--- config.mk ---
export PLATFORM = sky130hd
export DESIGN_NAME = rst_seq
export DESIGN_NICKNAME = d
export VERILOG_FILES = /design/src/rtl/rst_seq_pkg.sv /design/src/rtl/rst_filt.sv /design/src/rtl/rst_seq.sv
export SDC_FILE = /design/constraint.sdc
export NUM_CORES = 1
export LEC_CHECK = 0
export CORE_UTILIZATION = 30
export DETAILED_ROUTE_END_ITERATION = 8
export DONT_BUFFER_PORTS = 1
export PLACE_DENSITY_LB_ADDON = 0.08
export SYNTH_ARGS = -nofsm -noshare
export SYNTH_HDL_FRONTEND = slang
export SYNTH_HIERARCHICAL = 1
export SYNTH_SLANG_ARGS = --single-unit
--- constraint.sdc ---
create_clock -name clk_cog -period 2.4 [get_ports clk_cog]
set_clock_uncertainty 0.2 [all_clocks]
set_input_delay 0.48 -clock clk_cog [delete_from_list [all_inputs] [get_ports clk_cog]]
set_output_delay 0.48 -clock clk_cog [all_outputs]
set_load 0.01 [all_outputs]
--- src/rtl/rst_seq_pkg.sv ---
// Shared constants for the core reset sequencer: counter widths, FSM state
// encodings, reset-cause codes and the source-priority helper.
package rst_seq_pkg;

    localparam int CNT_W = 24;
    localparam int DB_W  = 16;

    // Level both synchronizers hold while res is applied: "reset asserted".
    localparam logic SYNC_ASSERTED = 1'b0;

    typedef enum logic [1:0] {
        S_HOLD   = 2'b00,
        S_RUN    = 2'b01,
        S_REBOOT = 2'b10
    } state_e;

    typedef enum logic [1:0] {
        CAUSE_POR    = 2'b00,
        CAUSE_BTN    = 2'b01,
        CAUSE_LOCK   = 2'b10,
        CAUSE_REBOOT = 2'b11
    } cause_e;

    typedef struct packed {
        logic btn;        // button pressed (filtered)
        logic lock_lost;  // PLL not locked (synchronized)
        logic reboot;     // software reboot request
    } src_t;

    // Sources that hold the core in S_HOLD; reboot only matters from S_RUN.
    function automatic logic hold_active(input src_t s);
        return s.btn | s.lock_lost;
    endfunction

    // Cause recorded when leaving S_RUN: button > lock loss > reboot.
    function automatic cause_e run_exit_cause(input src_t s);
        if (s.btn) begin
            return CAUSE_BTN;
        end else if (s.lock_lost) begin
            return CAUSE_LOCK;
        end else begin
            return CAUSE_REBOOT;
        end
    endfunction

endpackage

--- src/rtl/rst_filt.sv ---
// Two-flop synchronizer for one asynchronous reset source, with an optional
// stability filter compiled in by RST_DEBOUNCE_EN and enabled per instance.
module rst_filt
    import rst_seq_pkg::*;
#(
    parameter logic [DB_W-1:0] DB_CYCLES = 16'd1024,
    parameter logic            DEBOUNCE  = 1'b1
) (
    input  logic clk_cog,
    input  logic res,
    input  logic async_i,
    output logic level_o
);

    logic sync1_q;
    logic sync2_q;

    // NOTE: sequential state uses non-blocking assignments so every flop
    // samples the pre-edge value; blocking here would collapse the two stages.
    always_ff @(posedge clk_cog) begin
        if (res) begin
            sync1_q <= SYNC_ASSERTED;
            sync2_q <= SYNC_ASSERTED;
        end else begin
            sync1_q <= async_i;
            sync2_q <= sync1_q;
        end
    end

    if (DEBOUNCE) begin : g_db
`ifdef RST_DEBOUNCE_EN
        localparam logic [DB_W-1:0] DB_LAST = DB_CYCLES - 1'b1;

        logic            db_q;
        logic            db_d;
        logic [DB_W-1:0] db_cnt_q;
        logic [DB_W-1:0] db_cnt_d;

        // A new level is adopted on its DB_CYCLES-th consecutive sample;
        // any return to the accepted level restarts the run from zero.
        // NOTE: defaults at the top of always_comb keep every path assigned,
        // which is what prevents latch inference.
        always_comb begin
            db_d     = db_q;
            db_cnt_d = '0;
            if (sync2_q != db_q) begin
                if (db_cnt_q == DB_LAST) begin
                    db_d = sync2_q;
                end else begin
                    db_cnt_d = db_cnt_q + 1'b1;
                end
            end
        end

        always_ff @(posedge clk_cog) begin
            if (res) begin
                db_q     <= SYNC_ASSERTED;
                db_cnt_q <= '0;
            end else begin
                db_q     <= db_d;
                db_cnt_q <= db_cnt_d;
            end
        end

        assign level_o = db_q;
`else
        assign level_o = sync2_q;
`endif
    end else begin : g_bypass
        assign level_o = sync2_q;
    end

endmodule

--- src/rtl/rst_seq.sv ---
// Core reset sequencer: holds nres low until button, PLL lock and reboot
// sources have been quiet for HOLD_CYCLES. Optional RST_DEBOUNCE_EN filters
// the button input.
module rst_seq
    import rst_seq_pkg::*;
#(
    parameter logic [CNT_W-1:0] HOLD_CYCLES = 24'd1_600_000,
    parameter logic [DB_W-1:0]  DB_CYCLES   = 16'd1024
) (
    input  logic       clk_cog,
    input  logic       res,
    input  logic       inp_resn,
    input  logic       pll_lock,
    input  logic       reboot,
    output logic       nres,
    output logic       reset_to,
    output logic [1:0] rst_cause
);

    // HOLD_CYCLES must be at least 1; zero would make the terminal count wrap.
    localparam logic [CNT_W-1:0] HOLD_LAST = HOLD_CYCLES - 1'b1;

    logic btn_n;
    logic lock_ok;
    src_t src;

    rst_filt #(
        .DB_CYCLES (DB_CYCLES),
        .DEBOUNCE  (1'b1)
    ) u_filt_btn (
        .clk_cog (clk_cog),
        .res     (res),
        .async_i (inp_resn),
        .level_o (btn_n)
    );

    // Lock loss must act immediately, so this path never debounces.
    rst_filt #(
        .DB_CYCLES (DB_CYCLES),
        .DEBOUNCE  (1'b0)
    ) u_filt_lock (
        .clk_cog (clk_cog),
        .res     (res),
        .async_i (pll_lock),
        .level_o (lock_ok)
    );

    always_comb begin
        src.btn       = ~btn_n;
        src.lock_lost = ~lock_ok;
        src.reboot    = reboot;
    end

    state_e           state_q;
    logic [CNT_W-1:0] cnt_q;
    logic             nres_q;
    logic             reset_to_q;
    cause_e           cause_q;

    always_ff @(posedge clk_cog) begin
        if (res) begin
            state_q    <= S_HOLD;
            cnt_q      <= '0;
            nres_q     <= 1'b0;
            reset_to_q <= 1'b0;
            cause_q    <= CAUSE_POR;
        end else begin
            reset_to_q <= 1'b0;
            case (state_q)
                S_HOLD: begin
                    // Sources restart the count but never rewrite the cause.
                    if (hold_active(src)) begin
                        cnt_q <= '0;
                    end else if (cnt_q == HOLD_LAST) begin
                        state_q    <= S_RUN;
                        nres_q     <= 1'b1;
                        reset_to_q <= 1'b1;
                    end else if (cnt_q < HOLD_LAST) begin
                        cnt_q <= cnt_q + 1'b1;
                    end
                end

                S_RUN: begin
                    if (hold_active(src)) begin
                        state_q <= S_HOLD;
                        cnt_q   <= '0;
                        nres_q  <= 1'b0;
                        cause_q <= run_exit_cause(src);
                    end else if (src.reboot) begin
                        state_q <= S_REBOOT;
                        nres_q  <= 1'b0;
                        cause_q <= run_exit_cause(src);
                    end
                end

                S_REBOOT: begin
                    if (src.btn) begin
                        state_q <= S_HOLD;
                        cnt_q   <= '0;
                        cause_q <= CAUSE_BTN;
                    end else if (!src.reboot) begin
                        state_q <= S_HOLD;
                        cnt_q   <= '0;
                    end
                end

                default: begin
                    state_q <= S_HOLD;
                    cnt_q   <= '0;
                    nres_q  <= 1'b0;
                end
            endcase
        end
    end

    assign nres      = nres_q;
    assign reset_to  = reset_to_q;
    assign rst_cause = cause_q;

endmodule

==> summary.md, run 1 <==
| Metric | Value |
|---|---|
| Leak | `about 0.73 nW` |
| Net count, final | `~230` |
| Drt via density | `5.43` |
| Hold Path Stages | `1` |
| First-pass detailed-route iteration total | `4` |
| Largest net degree at the start of global routing | `24` |
| Synth Area in Compound Gates | `0.229` |
| Area Growth Syn to Fin | `14.8%` |
| Crit. End Element | `register` |
| Clock power frac | `0.432` |
| Pwr/cell area | `493 nW/µm²` |
| WL per Instance | `15.3 µm` |
| Post-synth ARST share | `0` |
| Post-route ant nets | `0` |
| Max Clk Rate | `434 MHz` |
| WS Path Type | `register to register` |
| CTS Hold Bufs | `0` |
| TritonCTS clock tree | `built` |
| Multiplexer area fraction after synthesis | `0.00623` |
| Critical path origin | `cnt_q[16]` |
| Crit path DAT | `2.28 ns` |
| Die footprint | `between 6000 and 7000 µm²` |
| Max VDD drop | `~190 µV` |
| Worst skew pair latency | `0.29 ns` |
| Int Pwr | `804 µW` |
| Die Y | `between 70 and 80 µm` |
| Layout cell share with drive strength beyond 1 | `0.219` |
| Pre-CTS setup slack | `approximately 0.067 ns` |
| TritonCTS Buffers | `5` |
| CP startpoint kind | `register` |
| Initial core utilization | `0.320` |
| DRC | `0` |
| Simple-gate portion of the synthesized area | `0.305` |
| Max FO, Critical Path | `6` |
| Reg2Reg Depth | `7` |
| Syn. warnings | `6` |
| Hold_ws | `0.0515 ns` |
| Final Max Tran Viols | `0` |
| H-tree depth | `2` |
| Adder-cell share of the synthesized area | `0.00693` |
| Routed WL | `approximately 4600 µm` |
| Clock sinks | `34` |
| RSZ-0062 raised after global routing | `true` |
| Synth Area per Inst | `8.64 µm²` |
| Critical path required time | `2.38 ns` |
| Clock slew at reported path FFs | `roughly 0.07 ns` |
| Core Region | `5640 µm²` |
| Synthesized instance count | `around 210` |
| Ant. Diodes | `0` |
| Synthesized flop and latch total | `34` |
| Sw frac | `0.213` |
| Status | `finished, final reports clean` |
| Setup WS post-layout | `0.0970 ns` |
| Commonest non-fill, non-tap cell in the layout | `dfxtp_1` |
| Worst slew pin tran | `roughly 0.44 ns` |
| Final global-route overflow total | `0` |
| Max-slew headroom | `0.706` |
| Netlist cell types | `58` |
| I/O pins | `9` |
| Fin. Hold Viols | `0` |
| Initial antenna violation count | `0` |
| Worst reg2reg startpoint | `cnt_q[16]` |
| Worst Hold Class | `input port to register` |
| Crit share post-route | `0.960` |
| Top_reg_cell synth | `dfxtp_1` |
| IO Port Bufs | `0` |
| Post-synth EDFFs | `0` |
| Non-Filler Instances | `300` |
| Main combinational cell family by area after synthesis | `simple AND/OR/NAND/NOR gates` |
| Total GRT Usage | `0.160` |
| Number of fill cells in the layout | `roughly 600` |
| Via Count | `between 1500 and 2000` |
| Placed cell count | `293` |
| Die width | `between 70 and 80 µm` |
| Initial DRC Count | `88` |
| Commonest cells after routing, fill and taps aside | `dfxtp_1 (33), buf_4 (20), nor2_1 (19), a21oi_1 (19), o21ai_0 (14)` |
| Register area share after synthesis | `0.377` |
| Synthesized area | `1810 µm²` |
| Setup violators final | `0` |
| Post-synth net total | `215` |
| First-pass GRT wire length | `7840 µm` |
| Row count | `27` |
| CTS root buf | `clkbuf_8` |
| Post-synthesis xor/xnor area fraction | `0.0194` |
| Final HPWL DP | `3350 µm` |
| Gpl congestion | `about 0.80` |
| Min-delay src | `res` |
| Gate power share | `0.012` |
| Switching power | `218 µW` |
| Post-layout minimum cycle time | `about 2.3 ns` |
| Max clock buf depth | `2` |
| Power share of the sequential group | `0.557` |
| MaxCap Viol Count | `0` |
| Vias in the first global route | `1649` |
routing by layer:
layer	up-vias	routed length [µm]	share of wire	global-route usage
met5	-	0	0	0
met4	0	73	0.016	0.0600
met3	7	160	0.035	0.0343
met2	28	2050	0.45	0.251
met1	773	2290	0.50	0.214
li1	821	-	-	-
power groups by stage:
stage	combinational (mW)	clock (mW)	sequential, mW
after global placement	0.0116	0	0.582
after detailed placement	0.0118	0	0.582
after floorplan	0.0177	0	0.581
after global routing	0.0134	0.485	0.569
after CTS	0.0119	0.457	0.569
final	0.0120	0.441	0.569
path summary, 6_finish.rpt:
| path | endpoint | slack, ns |
|---|---|---|
| worst max-delay path | cnt_q[14] | 0.1 |
| worst min-delay path | u_filt_lock/sync1_q | 0.05 |
| worst max register to register | cnt_q[14] | 0.1 |
| worst min register to register | u_filt_btn/level_o | 0.25 |
through the flow:
step	setup TNS (ns)	instance area (µm²)	utilization	total power, mW
6_report	0	2070	0.368	1.02
5_1_grt	-0.00291	2070	0.368	1.07
4_1_cts	0	2060	0.366	1.04
3_5_place_dp	0	1970	0.350	0.594
3_3_place_gp	0	1970	0.350	0.594
2_1_floorplan	0	1810	-	0.599
what timing repair did:
item / 4_1_cts / 5_1_grt
endpoints found under the setup margin: 0 / 2
gates resized for setup: 0 / 4
setup buffers: 0 / 0
state kept, by name, indices dropped and copies added (netlist names):
name and count:
u_filt_lock/sync1_q 1, rst_cause 2, u_filt_lock/level_o 1, reset_to 1, cnt_q 24, state_q 2
nres 1, u_filt_btn/level_o 1, u_filt_btn/sync1_q 1
cells by family (layout without fill, tap and decap cells):
kind of cell	count (synthesis)	count (layout)
AOI/OAI and AO/OA	62	62
xor gates and xnor gates	4	4
adders and majority gates	1	1
buffers and inverters	14	33
DFF	34	34
muxes	1	1
and+or+nand+nor	93	93
synth_stat cells (4+ instances only):
cell type  count  share of area
nor2b_1        8          0.028
a21o_1         5          0.021
nand2_1       12          0.025
o21ai_0       14          0.039
and2_1         4          0.014
inv_1          5          0.010
dfxtp_1       34           0.38
nand4_1        9          0.031
nor2_1        19          0.039
nor4_1         5          0.017
nand3_1        7          0.019
a21oi_1       20          0.055
nor3_1         5          0.014
cell type report:
cell class	instances	area, µm²	area share
Clock inverter	1	5.00	0.00241
Sequential cell	34	682	0.329
Tap cell	72	90.1	0.0434
Multi-Input combinational cell	161	1040	0.502
Timing Repair Buffer	20	150	0.0724
Inverter	5	18.8	0.00905
Clock buffer	7	86.3	0.0416
worst max-delay path, cell delays in order (launching register included):
cell	delay, ns
dfxtp_1	0.35
or4_4	0.55
nor4b_4	0.36
a21oi_2	0.13
buf_4	0.17
nand3_1	0.20
nor4_1	0.08
a21o_1	0.15
Note: power is estimated with default switching activity, not from simulation.
==> run 2, diff against run 1 <==
--- a/config.mk
+++ b/config.mk
@@ -6,6 +6,7 @@
 export NUM_CORES = 1
 export LEC_CHECK = 0
 export CORE_UTILIZATION = 30
+export CTS_BUF_LIST = sky130_fd_sc_hd__clkbuf_4 sky130_fd_sc_hd__clkbuf_8
 export DETAILED_ROUTE_END_ITERATION = 8
 export DONT_BUFFER_PORTS = 1
 export PLACE_DENSITY_LB_ADDON = 0.08
==> run 2 against run 1 <==
Effect of this change: first-iteration DRC count is 4.5% lower; fmax about the same; hold slack barely moved; critical path type unchanged.
==> summary.md, run 2 (synthesis results as in run 1) <==
| Metric | Value |
|---|---|
| Status | `finished, final reports clean` |
| Die footprint | `6340 µm² (unchanged)` |
| DR WL met3 | `148 µm (-7.5%)` |
| DRC | `0 (unchanged)` |
| Net count, final | `233 (unchanged)` |
| Max FFs per register | `24 (unchanged)` |
| Die Y | `79.6 µm (unchanged)` |
| Reg2Reg Capture Point | `cnt_q[14]` |
| RSZ-0062 raised after global routing | `true` |
| Die width | `79.6 µm (unchanged)` |
| CP startpoint kind | `register` |
| Max Clk Rate | `434 MHz (about the same)` |
| Hold_ws | `0.0511 ns (-0.000421 ns)` |
| DRT met1 WL | `2310 µm (+0.92%)` |
| Met2 Wirelength | `2040 µm (-0.78%)` |
| Register-to-register setup slack | `0.1 ns (about the same)` |
| Worst slew pin tran | `0.432 ns (-0.00572 ns)` |
| MaxCap Viol Count | `0 (unchanged)` |
| Critical path depth | `7 (unchanged)` |
| Worst reg2reg startpoint | `cnt_q[16]` |
| Drt via density | `5.43 (unchanged)` |
| Leak | `0.733 nW (+0.47%)` |
| Routed WL | `4570 µm (-0.15%)` |
| Final global-route overflow total | `0 (unchanged)` |
| TritonCTS clock tree | `built` |
| Min-delay src | `res` |
| Gpl congestion | `0.800 (unchanged)` |
| CTS Hold Bufs | `0 (unchanged)` |
| TritonCTS Buffers | `5 (unchanged)` |
| Post-route ant nets | `0 (unchanged)` |
| Via Count | `1629 (unchanged)` |
| Commonest non-fill, non-tap cell in the layout | `dfxtp_1` |
| Area Growth Syn to Fin | `15.0%` |
| Reg with most FFs | `cnt_q` |
| Highest Signal Layer | `met4` |
| Initial DRC Count | `84 (-4.5%)` |
| Clock slew at reported path FFs | `0.07 ns (about the same)` |
| IO Port Bufs | `0 (unchanged)` |
| Worst Hold Class | `input port to register` |
| Initial antenna violation count | `0 (unchanged)` |
| Ant. Diodes | `0 (unchanged)` |
| Worst skew pair latency | `0.29 ns (about the same)` |
| CTS root buf | `clkbuf_8` |
| I/O pins | `9 (unchanged)` |
| Worst Path Buf+Inv | `1 (unchanged)` |
| Row count | `27 (unchanged)` |
| Final Max Tran Viols | `0 (unchanged)` |
| First-pass GRT wire length | `7840 µm (unchanged)` |
| Crit. End Element | `register` |
| Max clock buf depth | `2 (unchanged)` |
| Hold Path Stages | `1 (unchanged)` |
| Post-layout minimum cycle time | `2.30 ns (-0.000209 ns)` |
| Setup violators final | `0 (unchanged)` |
| Crit path DAT | `2.28 ns (about the same)` |
| Total GRT Usage | `0.160 (unchanged)` |
| WS Path Type | `register to register` |
| Max-slew headroom | `0.709 (+0.00385)` |
| Clock sinks | `34 (unchanged)` |
| Delay-heaviest family, CP | `simple AND/OR/NAND/NOR gates` |
| Vias in the first global route | `1649 (unchanged)` |
| Slowest-stage cell, CP | `or4_4` |
| Core Region | `5640 µm² (unchanged)` |
| Postcts setup bufs | `0 (unchanged)` |
| Commonest cells after routing, fill and taps aside | `dfxtp_1 (33), buf_4 (20), nor2_1 (19), a21oi_1 (19), o21ai_0 (14)` |
| Max FO, Critical Path | `6 (unchanged)` |
| Critical path required time | `2.38 ns (about the same)` |
| Fin. Hold Viols | `0 (unchanged)` |
| Initial core utilization | `0.320 (unchanged)` |
| Crit share post-route | `0.959 (about the same)` |
| Hold EP | `u_filt_lock/sync1_q` |
| Total power draw | `1.03 mW (+1.2%)` |
| Layout cell share with drive strength beyond 1 | `0.224 (+0.00439)` |
| Reg2Reg Depth | `7 (unchanged)` |
| Largest net degree at the start of global routing | `24 (unchanged)` |
| WL per Instance | `15.2 µm (-0.15%)` |
| Pwr/cell area | `498 nW/µm² (+0.99%)` |
| Max VDD drop | `186 µV (about the same)` |
| Delay of the slowest critical-path stage | `0.55 ns (about the same)` |
| H-tree depth | `2 (unchanged)` |
| Final HPWL DP | `3350 µm (unchanged)` |
| CP cell instances | `or4_4 -> nor4b_4 -> a21oi_2 -> buf_4 -> nand3_1 -> nor4_1 -> a21o_1` |
| First-pass detailed-route iteration total | `4 (unchanged)` |
[run 2: worst register-to-register path, stage by stage (launching register included)]
cell and delay (ns):
dfxtp_1 0.35, or4_4 0.55, nor4b_4 0.36, a21oi_2 0.13, buf_4 0.17, nand3_1 0.21
nor4_1 0.08, a21o_1 0.15
[run 2: worst max path at each step]
stage                      endpoint      start
after floorplan           cnt_q[17]   cnt_q[0]
after global placement     cnt_q[6]  cnt_q[16]
after detailed placement  cnt_q[17]   cnt_q[0]
after CTS                 cnt_q[17]   cnt_q[0]
after global routing       cnt_q[0]  cnt_q[16]
final                     cnt_q[14]  cnt_q[16]
[run 2: final cells by class]
class                      instances  area (µm²)
fill                             587        3560
clock buffer                       7        90.1
sequential                        34         682
inverter                           5        18.8
timing repair buffer              20         150
tap                               72        90.1
multi-input combinational        161        1040
clock inverter                     1        5.00
[run 2: where the power goes]
group	switching [mW]	leakage (nW)	total (mW)	internal [mW]
combinational	0.00632	0.406	0.0120	0.00569
clock	0.210	0.0517	0.453	0.243
sequential	0.00194	0.275	0.569	0.567
total	0.218	0.733	1.03	0.816
[run 2: repair_timing]
item / in CTS / in global routing
gates resized for setup: 0 / 4
hold endpoints to repair: 0 / 0
endpoints found under the setup margin: 0 / 2
[run 2: routing by layer]
metal  GRT usage  vias to the layer above
met3      0.0343                        7
li1            -                      819
met4      0.0600                        0
met1       0.214                      776
met2       0.251                       27
met5           0                        -
[run 2: per-stage QoR]
step                area [µm²]  TNS (ns)  worst slack [ns]  instances   util
floorplan                 1810         0             0.175        209      -
global placement          1970         0            0.0929        293  0.350
detailed placement        1970         0            0.0667        293  0.350
CTS                       2070         0            0.0474        301  0.366
global route              2080  -0.00291          -0.00148        300  0.368
finish                    2080         0            0.0972        300  0.368
==> run 3, diff against run 2 <==
--- a/config.mk
+++ b/config.mk
@@ -14,3 +14,4 @@
 export SYNTH_HDL_FRONTEND = slang
 export SYNTH_HIERARCHICAL = 1
 export SYNTH_SLANG_ARGS = --single-unit
+export TNS_END_PERCENT = 5
==> run 3 against run 2 <==
Effect of this change: cell area unchanged; sequential share of layout area unchanged; core utilization unchanged; cell count unchanged; sequential power about the same; fmax about the same; hold slack about the same; clock-buffer cell count unchanged; non-clock buffer count unchanged; critical path depth unchanged; worst setup slack about the same; critical endpoint unchanged; largest cell class unchanged.
==> summary.md, run 3 (synthesis results as in run 1) <==
| Metric | Value |
|---|---|
| Status | `finished, final reports clean` |
| Leak | `0.733 nW (unchanged)` |
| Reg2Reg Depth | `7 (unchanged)` |
| Switching power | `218 µW (about the same)` |
| Final Max Tran Viols | `0 (unchanged)` |
| Fin. Hold Viols | `0 (unchanged)` |
| Max clock buf depth | `2 (unchanged)` |
| Int Pwr | `816 µW (unchanged)` |
| Via Count | `1629 (unchanged)` |
| I/O pins | `9 (unchanged)` |
| Final global-route overflow total | `0 (unchanged)` |
| Drt via density | `5.43 (unchanged)` |
| TritonCTS clock tree | `built` |
| TritonCTS Buffers | `5 (unchanged)` |
| Gpl congestion | `0.800 (unchanged)` |
| Max FFs per register | `24 (unchanged)` |
| MaxCap Viol Count | `0 (unchanged)` |
| Final HPWL DP | `3350 µm (unchanged)` |
| Worst slew pin tran | `0.432 ns (unchanged)` |
| Min-delay src | `res` |
| Critical path origin | `cnt_q[16]` |
| Hold_ws | `0.0511 ns (-0.00000690 ns)` |
| Worst skew pair latency | `0.29 ns (about the same)` |
| IO Port Bufs | `0 (unchanged)` |
| Register-to-register setup slack | `0.1 ns (about the same)` |
| Die footprint | `6340 µm² (unchanged)` |
| Layout cell share with drive strength beyond 1 | `0.224 (unchanged)` |
| Setup WS post-layout | `0.0974 ns (+0.000195 ns)` |
| Core Region | `5640 µm² (unchanged)` |
| Max VDD drop | `186 µV (unchanged)` |
| Post-cts sizing count | `0 (unchanged)` |
| Max Clk Rate | `434 MHz (about the same)` |
| Total GRT Usage | `0.160 (unchanged)` |
| Sw frac | `0.211 (about the same)` |
| Die Y | `79.6 µm (unchanged)` |
| Setup violators final | `0 (unchanged)` |
| Reg with most FFs | `cnt_q` |
| Worst reg2reg startpoint | `cnt_q[16]` |
| Setup TNS | `0 ns (unchanged)` |
| End of the critical path | `cnt_q[14]` |
| CTS root buf | `clkbuf_8` |
| Pre-CTS setup slack | `0.0667 ns (unchanged)` |
| Postcts setup bufs | `0 (unchanged)` |
| Max-slew headroom | `0.709 (unchanged)` |
| First-pass detailed-route iteration total | `4 (unchanged)` |
| WS Path Type | `register to register` |
| Reg2Reg Capture Point | `cnt_q[14]` |
| Initial antenna violation count | `0 (unchanged)` |
| Max FO, Critical Path | `6 (unchanged)` |
| Worst Hold Class | `input port to register` |
| H-tree depth | `2 (unchanged)` |
| Crit share post-route | `0.959 (about the same)` |
| Post-layout minimum cycle time | `2.30 ns (-0.000195 ns)` |
| Hold Path Stages | `1 (unchanged)` |
| Initial core utilization | `0.320 (unchanged)` |
| WL per Instance | `15.2 µm (about the same)` |
| Crit. End Element | `register` |
| Area Growth Syn to Fin | `15.0% (unchanged)` |
| Vias in the first global route | `1649 (unchanged)` |
| RSZ-0062 raised after global routing | `true` |
| Power share of the sequential group | `0.550 (about the same)` |
| Clock slew at reported path FFs | `0.07 ns (about the same)` |
| Crit path DAT | `2.28 ns (about the same)` |
| Routed WL | `4570 µm (about the same)` |
| CP startpoint kind | `register` |
| Ant. Diodes | `0 (unchanged)` |
| First-pass GRT wire length | `7840 µm (unchanged)` |
| Initial DRC Count | `97 (+15%)` |
| Row count | `27 (unchanged)` |
| DRC | `0 (unchanged)` |
| Clock sinks | `34 (unchanged)` |
| Commonest non-fill, non-tap cell in the layout | `dfxtp_1` |
| CTS Hold Bufs | `0 (unchanged)` |
| Die width | `79.6 µm (unchanged)` |
| Gate power share | `0.012 (about the same)` |
| Net count, final | `233 (unchanged)` |
| Commonest cells after routing, fill and taps aside | `dfxtp_1 (33), buf_4 (20), nor2_1 (19), a21oi_1 (19), o21ai_0 (14)` |
| Pwr/cell area | `498 nW/µm² (about the same)` |
| Largest net degree at the start of global routing | `24 (unchanged)` |
| Critical path required time | `2.38 ns (about the same)` |
| Post-route ant nets | `0 (unchanged)` |
| Clock power frac | `0.438 (about the same)` |
==> run 3: worst min path at each step <==
stage          slack [ns]                  end
2_1_floorplan        0.21   u_filt_btn/level_o
3_3_place_gp         0.24   u_filt_btn/level_o
3_5_place_dp         0.24   u_filt_btn/level_o
4_1_cts              0.05  u_filt_lock/sync1_q
5_1_grt              0.04   u_filt_btn/level_o
6_report             0.05  u_filt_lock/sync1_q
==> run 3: area by class of cell <==
type | instances | area (µm²)
multi-input combinational | 161 | 1040
sequential | 34 | 682
fill | 587 | 3560
inverter | 5 | 18.8
tap | 72 | 90.1
timing repair buffer | 20 | 150
clock buffer | 7 | 90.1
clock inverter | 1 | 5.00
==> run 3: per-stage QoR <==
stage | cell area (µm²) | cells | util | total power, mW
after floorplan | 1810 | 209 | - | 0.599
after global placement | 1970 | 293 | 0.350 | 0.594
after detailed placement | 1970 | 293 | 0.350 | 0.594
after CTS | 2070 | 301 | 0.366 | 1.05
after global routing | 2080 | 300 | 0.368 | 1.08
final | 2080 | 300 | 0.368 | 1.03
==> run 3: routing by layer <==
metal	global-route usage	up-vias	wire, µm
met5	0	-	0
met4	0.0600	0	73
met3	0.0343	7	144
met2	0.251	25	2030
met1	0.214	778	2320
li1	-	819	-
==> run 3: critical path, cell delays in order (launching register included) <==
cell	delay, ns
dfxtp_1	0.35
or4_4	0.55
nor4b_4	0.36
a21oi_2	0.13
buf_4	0.17
nand3_1	0.21
nor4_1	0.08
a21o_1	0.15
==> run 3: power groups by stage <==
stage                     clock network [mW]  logic, mW  registers, mW
final                                  0.453     0.0120          0.569
after global routing                   0.497     0.0134          0.569
after CTS                              0.468     0.0119          0.569
after detailed placement                   0     0.0118          0.582
after global placement                     0     0.0116          0.582
after floorplan                            0     0.0177          0.581
